### config.mk
export PLATFORM = sky130hd
export DESIGN_NAME = ahb3lite_bus_arbiter_flat
export DESIGN_NICKNAME = d
export VERILOG_FILES = /design/src/rtl/ahb3lite_bus_arbiter_if.sv /design/src/rtl/ahb3lite_bus_arbiter.sv /design/src/flat_wrapper.sv
export SDC_FILE = /design/constraint.sdc
export NUM_CORES = 1
export LEC_CHECK = 0
export CELL_PAD_IN_SITES_DETAIL_PLACEMENT = 1
export CELL_PAD_IN_SITES_GLOBAL_PLACEMENT = 1
export CORE_AREA = 2 2 111 102
export CTS_BUF_LIST = sky130_fd_sc_hd__clkbuf_4 sky130_fd_sc_hd__clkbuf_8
export DETAILED_ROUTE_END_ITERATION = 7
export DIE_AREA = 0 0 113 104
export PLACE_DENSITY_LB_ADDON = 0.1
export REMOVE_ABC_BUFFERS = 1
export SYNTH_ARGS = -nofsm -noshare
export SYNTH_HDL_FRONTEND = slang
export SYNTH_SLANG_ARGS = --single-unit
export TNS_END_PERCENT = 5
### constraint.sdc
create_clock -name HCLK -period 3.25 [get_ports HCLK]
set_input_delay 0.4875 -clock HCLK [delete_from_list [all_inputs] [get_ports HCLK]]
set_output_delay 0.4875 -clock HCLK [all_outputs]
set_load 0.05 [all_outputs]
### src/rtl/ahb3lite_bus_arbiter_if.sv
// Bundle of the two master-side AHB-Lite ports and the shared slave-side bus.
// The arbiter uses the "master" modport, because it drives the slave bus. The environment uses the "slave" modport.
interface ahb3lite_bus_arbiter_if;
    logic        HBUSREQ_M0;
    logic        HBUSREQ_M1;
    logic        HGRANT_M0;
    logic        HGRANT_M1;
    logic [31:0] HADDR_M0;
    logic [31:0] HADDR_M1;
    logic [31:0] HWDATA_M0;
    logic [31:0] HWDATA_M1;
    logic        HWRITE_M0;
    logic        HWRITE_M1;
    logic [2:0]  HBURST_M0;
    logic [2:0]  HBURST_M1;
    logic [2:0]  HSIZE_M0;
    logic [2:0]  HSIZE_M1;
    logic [1:0]  HTRANS_M0;
    logic [1:0]  HTRANS_M1;
    logic [31:0] HADDR;
    logic [31:0] HWDATA;
    logic        HWRITE;
    logic [2:0]  HBURST;
    logic [2:0]  HSIZE;
    logic [1:0]  HTRANS;
    logic        HREADY;
    logic        HRESP;
    logic        HMASTER;

    modport master (
        input  HBUSREQ_M0, HBUSREQ_M1,
        input  HADDR_M0, HADDR_M1, HWDATA_M0, HWDATA_M1,
        input  HWRITE_M0, HWRITE_M1, HBURST_M0, HBURST_M1,
        input  HSIZE_M0, HSIZE_M1, HTRANS_M0, HTRANS_M1,
        input  HREADY, HRESP,
        output HGRANT_M0, HGRANT_M1,
        output HADDR, HWDATA, HWRITE, HBURST, HSIZE, HTRANS, HMASTER
    );

    modport slave (
        output HBUSREQ_M0, HBUSREQ_M1,
        output HADDR_M0, HADDR_M1, HWDATA_M0, HWDATA_M1,
        output HWRITE_M0, HWRITE_M1, HBURST_M0, HBURST_M1,
        output HSIZE_M0, HSIZE_M1, HTRANS_M0, HTRANS_M1,
        output HREADY, HRESP,
        input  HGRANT_M0, HGRANT_M1,
        input  HADDR, HWDATA, HWRITE, HBURST, HSIZE, HTRANS, HMASTER
    );
endinterface

### src/rtl/ahb3lite_bus_arbiter.sv
// Two-master AHB-Lite arbiter: round-robin grant on burst boundaries, address mux by grant,
// write-data mux by data-phase owner, bus parked on master 0.
module ahb3lite_bus_arbiter #(
    parameter int unsigned INCR_LIMIT = 16
) (
    input  logic                  HCLK,
    input  logic                  HRESETn,
    ahb3lite_bus_arbiter_if.master bus
);
    localparam logic [1:0] TR_IDLE   = 2'd0;
    localparam logic [1:0] TR_BUSY   = 2'd1;
    localparam logic [1:0] TR_NONSEQ = 2'd2;
    localparam logic [1:0] TR_SEQ    = 2'd3;
    localparam logic [5:0] LIMIT_W   = 6'(INCR_LIMIT);

    logic       gnt_r;
    logic       data_owner_r;
    logic [4:0] beat_cnt_r;
    logic       gnt_nxt_s;
    logic       data_owner_nxt_s;
    logic [4:0] beat_cnt_nxt_s;
    logic [1:0] own_trans_s;
    logic [2:0] own_burst_s;
    logic       own_req_s;
    logic       other_req_s;
    logic [5:0] cur_beat_s;
    logic [5:0] burst_len_s;
    logic       boundary_s;

    // A return value of 0 stands for an undefined-length INCR burst.
    function automatic logic [5:0] burst_len(input logic [2:0] hburst);
        logic [5:0] len;
        case (hburst)
            3'd0:       len = 6'd1;
            3'd2, 3'd3: len = 6'd4;
            3'd4, 3'd5: len = 6'd8;
            3'd6, 3'd7: len = 6'd16;
            default:    len = 6'd0;
        endcase
        return len;
    endfunction

    // State register: grant, data-phase owner and beat counter.
    always_ff @(posedge HCLK or negedge HRESETn) begin
        if (!HRESETn) begin
            gnt_r        <= 1'b0;
            data_owner_r <= 1'b0;
            beat_cnt_r   <= 5'd0;
        end else begin
            gnt_r        <= gnt_nxt_s;
            data_owner_r <= data_owner_nxt_s;
            beat_cnt_r   <= beat_cnt_nxt_s;
        end
    end

    // Next-state logic: detect the burst boundary and choose the next owner.
    always_comb begin
        if (gnt_r) begin
            own_trans_s = bus.HTRANS_M1;
            own_burst_s = bus.HBURST_M1;
            own_req_s   = bus.HBUSREQ_M1;
            other_req_s = bus.HBUSREQ_M0;
        end else begin
            own_trans_s = bus.HTRANS_M0;
            own_burst_s = bus.HBURST_M0;
            own_req_s   = bus.HBUSREQ_M0;
            other_req_s = bus.HBUSREQ_M1;
        end

        burst_len_s = burst_len(own_burst_s);
        // A NONSEQ beat is always beat 1, whatever count remains from an earlier burst.
        cur_beat_s  = (own_trans_s == TR_NONSEQ) ? 6'd1 : ({1'b0, beat_cnt_r} + 6'd1);

        boundary_s = 1'b0;
        if (bus.HREADY) begin
            case (own_trans_s)
                TR_IDLE: boundary_s = 1'b1;
                TR_BUSY: boundary_s = 1'b0;
                TR_NONSEQ, TR_SEQ: begin
                    if (burst_len_s != 6'd0) begin
                        boundary_s = bus.HRESP || (cur_beat_s == burst_len_s);
                    end else begin
                        boundary_s = bus.HRESP || !own_req_s ||
                                     ((cur_beat_s >= LIMIT_W) && other_req_s);
                    end
                end
                default: boundary_s = 1'b0;
            endcase
        end else begin
            boundary_s = 1'b0;
        end

        if (boundary_s) begin
            if (other_req_s) begin
                gnt_nxt_s = ~gnt_r;
            end else if (own_req_s) begin
                gnt_nxt_s = gnt_r;
            end else begin
                gnt_nxt_s = 1'b0;
            end
        end else begin
            gnt_nxt_s = gnt_r;
        end

        if (bus.HREADY) begin
            data_owner_nxt_s = gnt_r;
            if (gnt_nxt_s != gnt_r) begin
                beat_cnt_nxt_s = 5'd0;
            end else begin
                case (own_trans_s)
                    TR_NONSEQ: beat_cnt_nxt_s = 5'd1;
                    TR_SEQ:    beat_cnt_nxt_s = (beat_cnt_r == 5'd31) ? 5'd31 : beat_cnt_r + 5'd1;
                    TR_IDLE:   beat_cnt_nxt_s = 5'd0;
                    default:   beat_cnt_nxt_s = beat_cnt_r;
                endcase
            end
        end else begin
            data_owner_nxt_s = data_owner_r;
            beat_cnt_nxt_s   = beat_cnt_r;
        end
    end

    // Output logic: address-phase mux by grant, write data mux by data-phase owner.
    always_comb begin
        bus.HGRANT_M0 = ~gnt_r;
        bus.HGRANT_M1 = gnt_r;
        bus.HMASTER   = gnt_r;
        if (gnt_r) begin
            bus.HADDR  = bus.HADDR_M1;
            bus.HWRITE = bus.HWRITE_M1;
            bus.HBURST = bus.HBURST_M1;
            bus.HSIZE  = bus.HSIZE_M1;
            bus.HTRANS = bus.HTRANS_M1;
        end else begin
            bus.HADDR  = bus.HADDR_M0;
            bus.HWRITE = bus.HWRITE_M0;
            bus.HBURST = bus.HBURST_M0;
            bus.HSIZE  = bus.HSIZE_M0;
            bus.HTRANS = bus.HTRANS_M0;
        end
        if (data_owner_r) begin
            bus.HWDATA = bus.HWDATA_M1;
        end else begin
            bus.HWDATA = bus.HWDATA_M0;
        end
    end
endmodule
### src/flat_wrapper.sv
// flat-port wrapper written by rule: the top's interface ports become plain ports
module ahb3lite_bus_arbiter_flat 
#(
    parameter int unsigned INCR_LIMIT = 16
)
  (HCLK, HRESETn, bus_HBUSREQ_M0, bus_HBUSREQ_M1, bus_HADDR_M0, bus_HADDR_M1, bus_HWDATA_M0, bus_HWDATA_M1, bus_HWRITE_M0, bus_HWRITE_M1, bus_HBURST_M0, bus_HBURST_M1, bus_HSIZE_M0, bus_HSIZE_M1, bus_HTRANS_M0, bus_HTRANS_M1, bus_HREADY, bus_HRESP, bus_HGRANT_M0, bus_HGRANT_M1, bus_HADDR, bus_HWDATA, bus_HWRITE, bus_HBURST, bus_HSIZE, bus_HTRANS, bus_HMASTER);
  ahb3lite_bus_arbiter_if bus_i ();
  input  logic HCLK;
  input  logic HRESETn;
  input wire logic [$bits(bus_i.HBUSREQ_M0)-1:0] bus_HBUSREQ_M0;
  input wire logic [$bits(bus_i.HBUSREQ_M1)-1:0] bus_HBUSREQ_M1;
  input wire logic [$bits(bus_i.HADDR_M0)-1:0] bus_HADDR_M0;
  input wire logic [$bits(bus_i.HADDR_M1)-1:0] bus_HADDR_M1;
  input wire logic [$bits(bus_i.HWDATA_M0)-1:0] bus_HWDATA_M0;
  input wire logic [$bits(bus_i.HWDATA_M1)-1:0] bus_HWDATA_M1;
  input wire logic [$bits(bus_i.HWRITE_M0)-1:0] bus_HWRITE_M0;
  input wire logic [$bits(bus_i.HWRITE_M1)-1:0] bus_HWRITE_M1;
  input wire logic [$bits(bus_i.HBURST_M0)-1:0] bus_HBURST_M0;
  input wire logic [$bits(bus_i.HBURST_M1)-1:0] bus_HBURST_M1;
  input wire logic [$bits(bus_i.HSIZE_M0)-1:0] bus_HSIZE_M0;
  input wire logic [$bits(bus_i.HSIZE_M1)-1:0] bus_HSIZE_M1;
  input wire logic [$bits(bus_i.HTRANS_M0)-1:0] bus_HTRANS_M0;
  input wire logic [$bits(bus_i.HTRANS_M1)-1:0] bus_HTRANS_M1;
  input wire logic [$bits(bus_i.HREADY)-1:0] bus_HREADY;
  input wire logic [$bits(bus_i.HRESP)-1:0] bus_HRESP;
  output wire logic [$bits(bus_i.HGRANT_M0)-1:0] bus_HGRANT_M0;
  output wire logic [$bits(bus_i.HGRANT_M1)-1:0] bus_HGRANT_M1;
  output wire logic [$bits(bus_i.HADDR)-1:0] bus_HADDR;
  output wire logic [$bits(bus_i.HWDATA)-1:0] bus_HWDATA;
  output wire logic [$bits(bus_i.HWRITE)-1:0] bus_HWRITE;
  output wire logic [$bits(bus_i.HBURST)-1:0] bus_HBURST;
  output wire logic [$bits(bus_i.HSIZE)-1:0] bus_HSIZE;
  output wire logic [$bits(bus_i.HTRANS)-1:0] bus_HTRANS;
  output wire logic [$bits(bus_i.HMASTER)-1:0] bus_HMASTER;
  assign bus_i.HBUSREQ_M0 = bus_HBUSREQ_M0;
  assign bus_i.HBUSREQ_M1 = bus_HBUSREQ_M1;
  assign bus_i.HADDR_M0 = bus_HADDR_M0;
  assign bus_i.HADDR_M1 = bus_HADDR_M1;
  assign bus_i.HWDATA_M0 = bus_HWDATA_M0;
  assign bus_i.HWDATA_M1 = bus_HWDATA_M1;
  assign bus_i.HWRITE_M0 = bus_HWRITE_M0;
  assign bus_i.HWRITE_M1 = bus_HWRITE_M1;
  assign bus_i.HBURST_M0 = bus_HBURST_M0;
  assign bus_i.HBURST_M1 = bus_HBURST_M1;
  assign bus_i.HSIZE_M0 = bus_HSIZE_M0;
  assign bus_i.HSIZE_M1 = bus_HSIZE_M1;
  assign bus_i.HTRANS_M0 = bus_HTRANS_M0;
  assign bus_i.HTRANS_M1 = bus_HTRANS_M1;
  assign bus_i.HREADY = bus_HREADY;
  assign bus_i.HRESP = bus_HRESP;
  assign bus_HGRANT_M0 = bus_i.HGRANT_M0;
  assign bus_HGRANT_M1 = bus_i.HGRANT_M1;
  assign bus_HADDR = bus_i.HADDR;
  assign bus_HWDATA = bus_i.HWDATA;
  assign bus_HWRITE = bus_i.HWRITE;
  assign bus_HBURST = bus_i.HBURST;
  assign bus_HSIZE = bus_i.HSIZE;
  assign bus_HTRANS = bus_i.HTRANS;
  assign bus_HMASTER = bus_i.HMASTER;
  ahb3lite_bus_arbiter #(.INCR_LIMIT(INCR_LIMIT)) u_core (.HCLK(HCLK), .HRESETn(HRESETn), .bus(bus_i));
endmodule
; ---- After elaboration in Yosys (flattened, before gate mapping)
; Cells that the tools add are included.
[word_totals]
register_bits = 7
latch_bits = 0
mem_bits_rw = 0
rom_bits = 0
input_bits = 152
out_inout_bits = 76
elab_cells = 52
n_memories = 0
[op_classes]
n_addsub = 2
mul = 0
n_div = 0
n_lt_le_gt_ge = 1
eq_ne = 12
n_shift = 0
n_mux = 19
bitwise = 1
n_reduce_logical = 14
[op_table]
columns = operator, count
row1 = 2-to-1 mux 32 bit, 2
row2 = case mux 5 bit (4 select lines), 1
row3 = case mux 5 bit (3 select lines), 1
row4 = == test 3 bit (second input constant), 4
row5 = 2-to-1 mux 5 bit, 2
row6 = 2-to-1 mux 1 bit, 8
row7 = OR reduction 2 bit, 4
row8 = adder 5 x 1 -> 6 bit (second input constant), 1
row9 = == test 3 x 2 -> 1 bit (second input constant), 2
row10 = == test 6 x 5 -> 1 bit, 1
row11 = >= comparator 6 x 5 -> 1 bit (second input constant), 1
row12 = 2-to-1 mux 3 bit, 2
row13 = 2-to-1 mux 6 bit, 1
row14 = nonzero test 6 bit, 1
row15 = adder 5 x 1 -> 5 bit (second input constant), 1
row16 = == test 5 bit (second input constant), 1
row17 = == test 2 bit (second input constant), 2
row18 = nonzero test 4 bit, 1
row19 = logical NOT 3 bit, 1
row20 = logical OR 1 bit, 3
row21 = case mux 1 bit (3 select lines), 1
row22 = == test 2 x 1 -> 1 bit (second input constant), 1
row23 = logical NOT 2 bit, 1
row24 = 2-to-1 mux 2 bit, 1
row25 = other kinds (5), 5

; ---- Longest topological paths before layout
; Gate-level depths: netlist (run 1).
[logic_depth]
ltp_word = 13
mapped_depth = 11

; ---- Worst setup path after synthesis (run 1)
; No wires, ideal clock.
[synth_path]
kind = register to register
start = register u_core.gnt_r, in the netlist u_core.bus.HGRANT_M1
end = register u_core.beat_cnt_r[0]
setup_ps = 134
arrival_ps = 3117
setup_slack_ps = -1
path_stages_with_launch = 11
n_path_buf = 1
period_less_slack_ps = 3251
cell_sequence = dfrtp_1 > clkbuf_1 > mux2i_1 > inv_1 > ha_1 > nand2b_1 > or2_2 > a22oi_1 > o221ai_1 > a311oi_2 > nor2_1
[synth_between]
elab_chain_len = 13
elab_cells_between_ends = 41
cone_classes = 1 x order compare / 11 x eq/ne / 14 x mux / 1 x bitwise / 14 x reduce/logical
[synth_lines]
columns = element, line_no
row1 = "start, declared", ahb3lite_bus_arbiter.sv:16  ; logic gnt_r;
row2 = "start signal, assigned", ahb3lite_bus_arbiter.sv:50  ; gnt_r <= gnt_nxt_s;
row3 = 2-to-1 mux 2 bit (*), n/a
row4 = net bus_HTRANS[1], flat_wrapper.sv:33  ; output wire logic [$bits(bus_i.HTRANS)-1:0] bus_HTRANS;
row5 = == test 2 bit, "ahb3lite_bus_arbiter.sv:72, ahb3lite_bus_arbiter.sv:76, ahb3lite_bus_arbiter.sv:110"
row6 = 2-to-1 mux 6 bit, ahb3lite_bus_arbiter.sv:72  ; cur_beat_s = (own_trans_s == TR_NONSEQ) ? 6'd1 : ({1'b0, beat_cnt_r} + 6'd1);
row7 = >= comparator 6 x 5 -> 1 bit, ahb3lite_bus_arbiter.sv:84  ; ((cur_beat_s >= LIMIT_W) && other_req_s);
row8 = logical AND 1 bit, ahb3lite_bus_arbiter.sv:84
row9 = logical OR 1 bit, ahb3lite_bus_arbiter.sv:83  ; boundary_s = bus.HRESP || !own_req_s ||
row10 = 2-to-1 mux 1 bit, ahb3lite_bus_arbiter.sv:80  ; if (burst_len_s != 6'd0) begin
row11 = case mux 1 bit (3 select lines), ahb3lite_bus_arbiter.sv:76  ; case (own_trans_s)
row12 = 2-to-1 mux 1 bit, ahb3lite_bus_arbiter.sv:75  ; if (bus.HREADY) begin
row13 = 2-to-1 mux 1 bit, ahb3lite_bus_arbiter.sv:93  ; if (boundary_s) begin
row14 = inequality test 1 bit, ahb3lite_bus_arbiter.sv:107  ; if (gnt_nxt_s != gnt_r) begin
row15 = nonzero test 4 bit (no source line), n/a
row16 = AND reduction 2 bit (no source line), n/a
row17 = "end signal, assigned", ahb3lite_bus_arbiter.sv:52  ; beat_cnt_r <= beat_cnt_nxt_s;
row18 = "end, declared", ahb3lite_bus_arbiter.sv:18  ; logic [4:0] beat_cnt_r;
; The timed path passes the listed nets; every way through them passes the cells marked *.
; A chain may end at the register's enable or synchronous reset.

; ---- Worst setup path in the final report (run 1)
[layout_path]
start = register u_core.beat_cnt_r[0]
end = register u_core.beat_cnt_r[4]
[layout_between]
elab_chain_len = 12
elab_cells_between_ends = 19
cone_classes = 2 x add/sub / 1 x order compare / 3 x eq/ne / 8 x mux / 5 x reduce/logical
[layout_lines]
columns = element, line_no
row1 = adder 5 x 1 -> 6 bit, ahb3lite_bus_arbiter.sv:72
row2 = 2-to-1 mux 6 bit, ahb3lite_bus_arbiter.sv:72
row3 = >= comparator 6 x 5 -> 1 bit, ahb3lite_bus_arbiter.sv:84
row4 = logical AND 1 bit, ahb3lite_bus_arbiter.sv:84
row5 = logical OR 1 bit, ahb3lite_bus_arbiter.sv:83
row6 = 2-to-1 mux 1 bit, ahb3lite_bus_arbiter.sv:80
row7 = case mux 1 bit (3 select lines), ahb3lite_bus_arbiter.sv:76
row8 = 2-to-1 mux 1 bit, ahb3lite_bus_arbiter.sv:75
row9 = 2-to-1 mux 1 bit, ahb3lite_bus_arbiter.sv:93
row10 = inequality test 1 bit, ahb3lite_bus_arbiter.sv:107
row11 = nonzero test 4 bit (no source line), n/a
row12 = AND reduction 2 bit (no source line), n/a
; Parallel ways exist; a longest one is shown, timed or not.

==> summary.md, run 1 <==
| Metric | Value |
|---|---|
| Outcome | finished with violations |
| Failing checks | design-rule violations |
| Place WS | 0.1835 ns |
| Hold crit path type | register to register |
| Actual slew at the worst max-slew pin | 0.5268 ns |
| VDD IR-drop max | 436.4 uV |
| CP max FO | 6 |
| Die Span Y | 104 um |
| Crit. Startpoint | u_core.beat_cnt_r[0] |
| Pleak | 0.001526 uW |
| Synth warn | 0 |
| Hold Vio Cnt, Final | 0 |
| Crit path time final | 2.816 ns |
| Final core occ | 0.3789 |
| Synth async-reset ratio | 1.000 |
| Grt met1 use | 0.1396 |
| # setup viols final | 0 |
| # placed instances | 525 |
| Cts repair resizes | 0 |
| Share of post-route cells with drive strength above 1 | 0.2172 |
| Core region area | 0.01063 mm2 |
| CTS tree | yes |
| Kind of critical path | register to register |
| Via Count | 2268 |
| Dpl cell area | 0.003979 mm2 |
| Most common cell after layout, fill and taps aside | clkdlybuf4s50_1 |
| Detailed Routing Iterations Pass 1 | 6 |
| FMAX | 0.3551 GHz |
| Most frequent cells in the layout | 226 x clkdlybuf4s50_1, 70 x mux2_2, 9 x nand2_1, 9 x nor2_1, 8 x inv_1 |
| Antenna Nets Post-Route | 0 |
| Clock-pin transition on the worst setup and hold timing paths | 0.04 ns |
| Register bit total from synthesis | 7 |
| R2R Setup Slk | 0.43 ns |
| Worst-Skew Late Latency | 0.22 ns |
| Top-level I/O count | 228 |
| Syn_area_per_cell | 9.058 um2 |
| Nets@finish | 555 |
| CTS Sinks | 7 |
| Worst setup endpoint | u_core.beat_cnt_r[4] |
| Port Buffers | 227 |
| DRT iter0 DRCs | 75 |
| Crit share post-route | 0.8666 |
| DRC errors left | 8 |
| Worst Setup Start Kind | register |
| Ys flop type | dfrtp_1 |
| Syn Inst Count | 171 |
| Root buf cell | clkbuf_8 |
| Global route hottest layer | met2 |
| Worst EP required | 3.34 ns |
| Worst Slack Setup Final | 0.4337 ns |
| Post-Synthesis Cell Area | 0.001549 mm2 |
| Crit path DAT | 2.90 ns |
| Reg-to-reg startpoint | u_core.beat_cnt_r[0] |
| Crit. End Element | register |
| Layout fillers | 1244 |
| Sequential area share after synthesis | 0.1131 |
| Post-DR vias/cell | 4.287 |
| Met3 track utilization from global routing | 0.04487 |
| RSZ-0062 raised after global routing | false |
| Max_slew headroom | 0.6388 |
| Die area | 0.01175 mm2 |
| Clk buf depth | 2 |
| CTS HTree Levels | 1 |
| Largest net degree at the start of global routing | 33 |
| Number of hold buffers added after CTS | 0 |
| Number of synthesized flops with an enable pin | 0 |
| Initial Utilization | 0.1457 |
| Inserted Diodes | 0 |
| Max cap viols | 0 |
| GP Congestion | 0.7731 |
| Final WL | 8589 um |
| Row count | 36 |
| Synth-to-Final Area Change | 160.0% |
| PwrDens | 739.4 mW/mm2 |
| Total track usage | 0.1410 |
| Dpl hpwl | 7671 um |
| Non-filler cells, final | 529 |
| Vias in the first global route | 2598 |
| Post-route cell area | 0.004028 mm2 |
| GRT Residual Overflow | 0 |
| R2R cell count | 8 |
| Die width | 113 um |
| Total CTS buffers | 3 |
| Worst Clk Skew | 0.003017 ns |
| First-pass GRT wire length | 13480 um |
| Reg-to-reg critical path endpoint | u_core.beat_cnt_r[4] |
| Fin. max-slew vios | 0 |
| Setup bufs post-CTS | 0 |
| Antenna violations before repair | 0 |
| Unique masters post-synth | 37 |
| Met2 Use GR | 0.2844 |
| Routed wire per std cell | 16.24 um |
[power by group]
group	leakage, uW	switching [uW]	internal, uW	total, uW
Combinational	0.00141	1600	1080	2680
Sequential	0.0000914	62.4	109	172
Clock	0.0000262	36.2	93.1	129
[cell families (layout without fill, tap and decap cells)]
kind of cell             Yosys count  count (layout)  synth area share
AND/OR/NAND/NOR                   35              35            0.1107
XOR/XNOR                           3               3           0.01697
buffers and inverters             19             244           0.04847
adder cells (fa/ha/maj)            6               6           0.04846
multiplexers                      74              74            0.5380
flip-flops                         7               7            0.1131
AO/OA/AOI/OAI                     27              27            0.1244
[final cells by class]
cell class	count	area [um2]	area share
Tap cell	133	166.4	0.04132
Inverter	8	30.03	0.007456
Multi-Input combinational cell	145	1299	0.3225
Timing Repair Buffer	232	2307	0.5728
Sequential cell	7	176.4	0.04380
Clock buffer	4	48.80	0.01212
[how the worst min path moves through the flow]
stage | start | end | slack, ns | cells past startpoint
after global placement | u_core.data_owner_r | u_core.data_owner_r | 0.49 | 1
after CTS | u_core.data_owner_r | u_core.data_owner_r | 0.52 | 1
final | u_core.data_owner_r | u_core.data_owner_r | 0.52 | 1
after detailed placement | u_core.data_owner_r | u_core.data_owner_r | 0.51 | 1
after floorplan | HRESETn | u_core.beat_cnt_r[0] | 0.19 | 0
after global routing | u_core.data_owner_r | u_core.data_owner_r | 0.55 | 1
[registers in the layout, indices dropped and copies added, names as in the netlist]
register and cells:
u_core.beat_cnt_r 5, u_core.bus.HGRANT_M1 1, u_core.data_owner_r 1
[worst max-delay path, cell delays in order, from the launching register on]
cell	delay (ns)
dfrtp_1	0.44
ha_1	0.26
nand3_1	0.13
ha_1	0.35
or3_1	0.40
a2111oi_2	0.38
o21ai_1	0.17
a311oi_2	0.46
nor2_1	0.10
[cell usage after synthesis (2+ instances only)]
cell / number / area (um2)
a21oi_1: 5 / 25.02
a31oi_1: 2 / 12.51
clkbuf_1: 10 / 37.54
dfrtp_1: 7 / 175.2
ha_1: 6 / 75.07
inv_1: 8 / 30.03
mux2_2: 70 / 788.3
mux2i_1: 3 / 30.03
nand2_1: 9 / 33.78
nand2b_1: 3 / 18.77
nand3_1: 6 / 30.03
nor2_1: 9 / 33.78
o21ai_0: 6 / 30.03
o21ai_1: 2 / 10.01
o221ai_1: 2 / 17.52
xnor2_1: 2 / 17.52
[metal layers]
layer | routed length [um] | up-vias
li1 | - | 1085
met1 | 2962 | 1068
met3 | 856 | 2
met2 | 4729 | 113
met4 | 41 | 0
met5 | 0 | -
[metrics by stage]
stage / hold WS (ns) / total power, uW / TNS [ns]
finish: 0.5171 / 2978 / 0
global route: 0.5528 / 3125 / 0
CTS: 0.5228 / 3016 / 0
detailed placement: 0.5118 / 2870 / 0
global placement: 0.4944 / 2867 / 0
floorplan: 0.1919 / 1934 / -7.791
(Power assumes the default switching activity.)
==> inputs of run 2 (changes only) <==
- CAP_MARGIN: default -> 20
==> results of run 2 <==
Same layout as run 1: the final DEF is identical, and so are final timing and power.
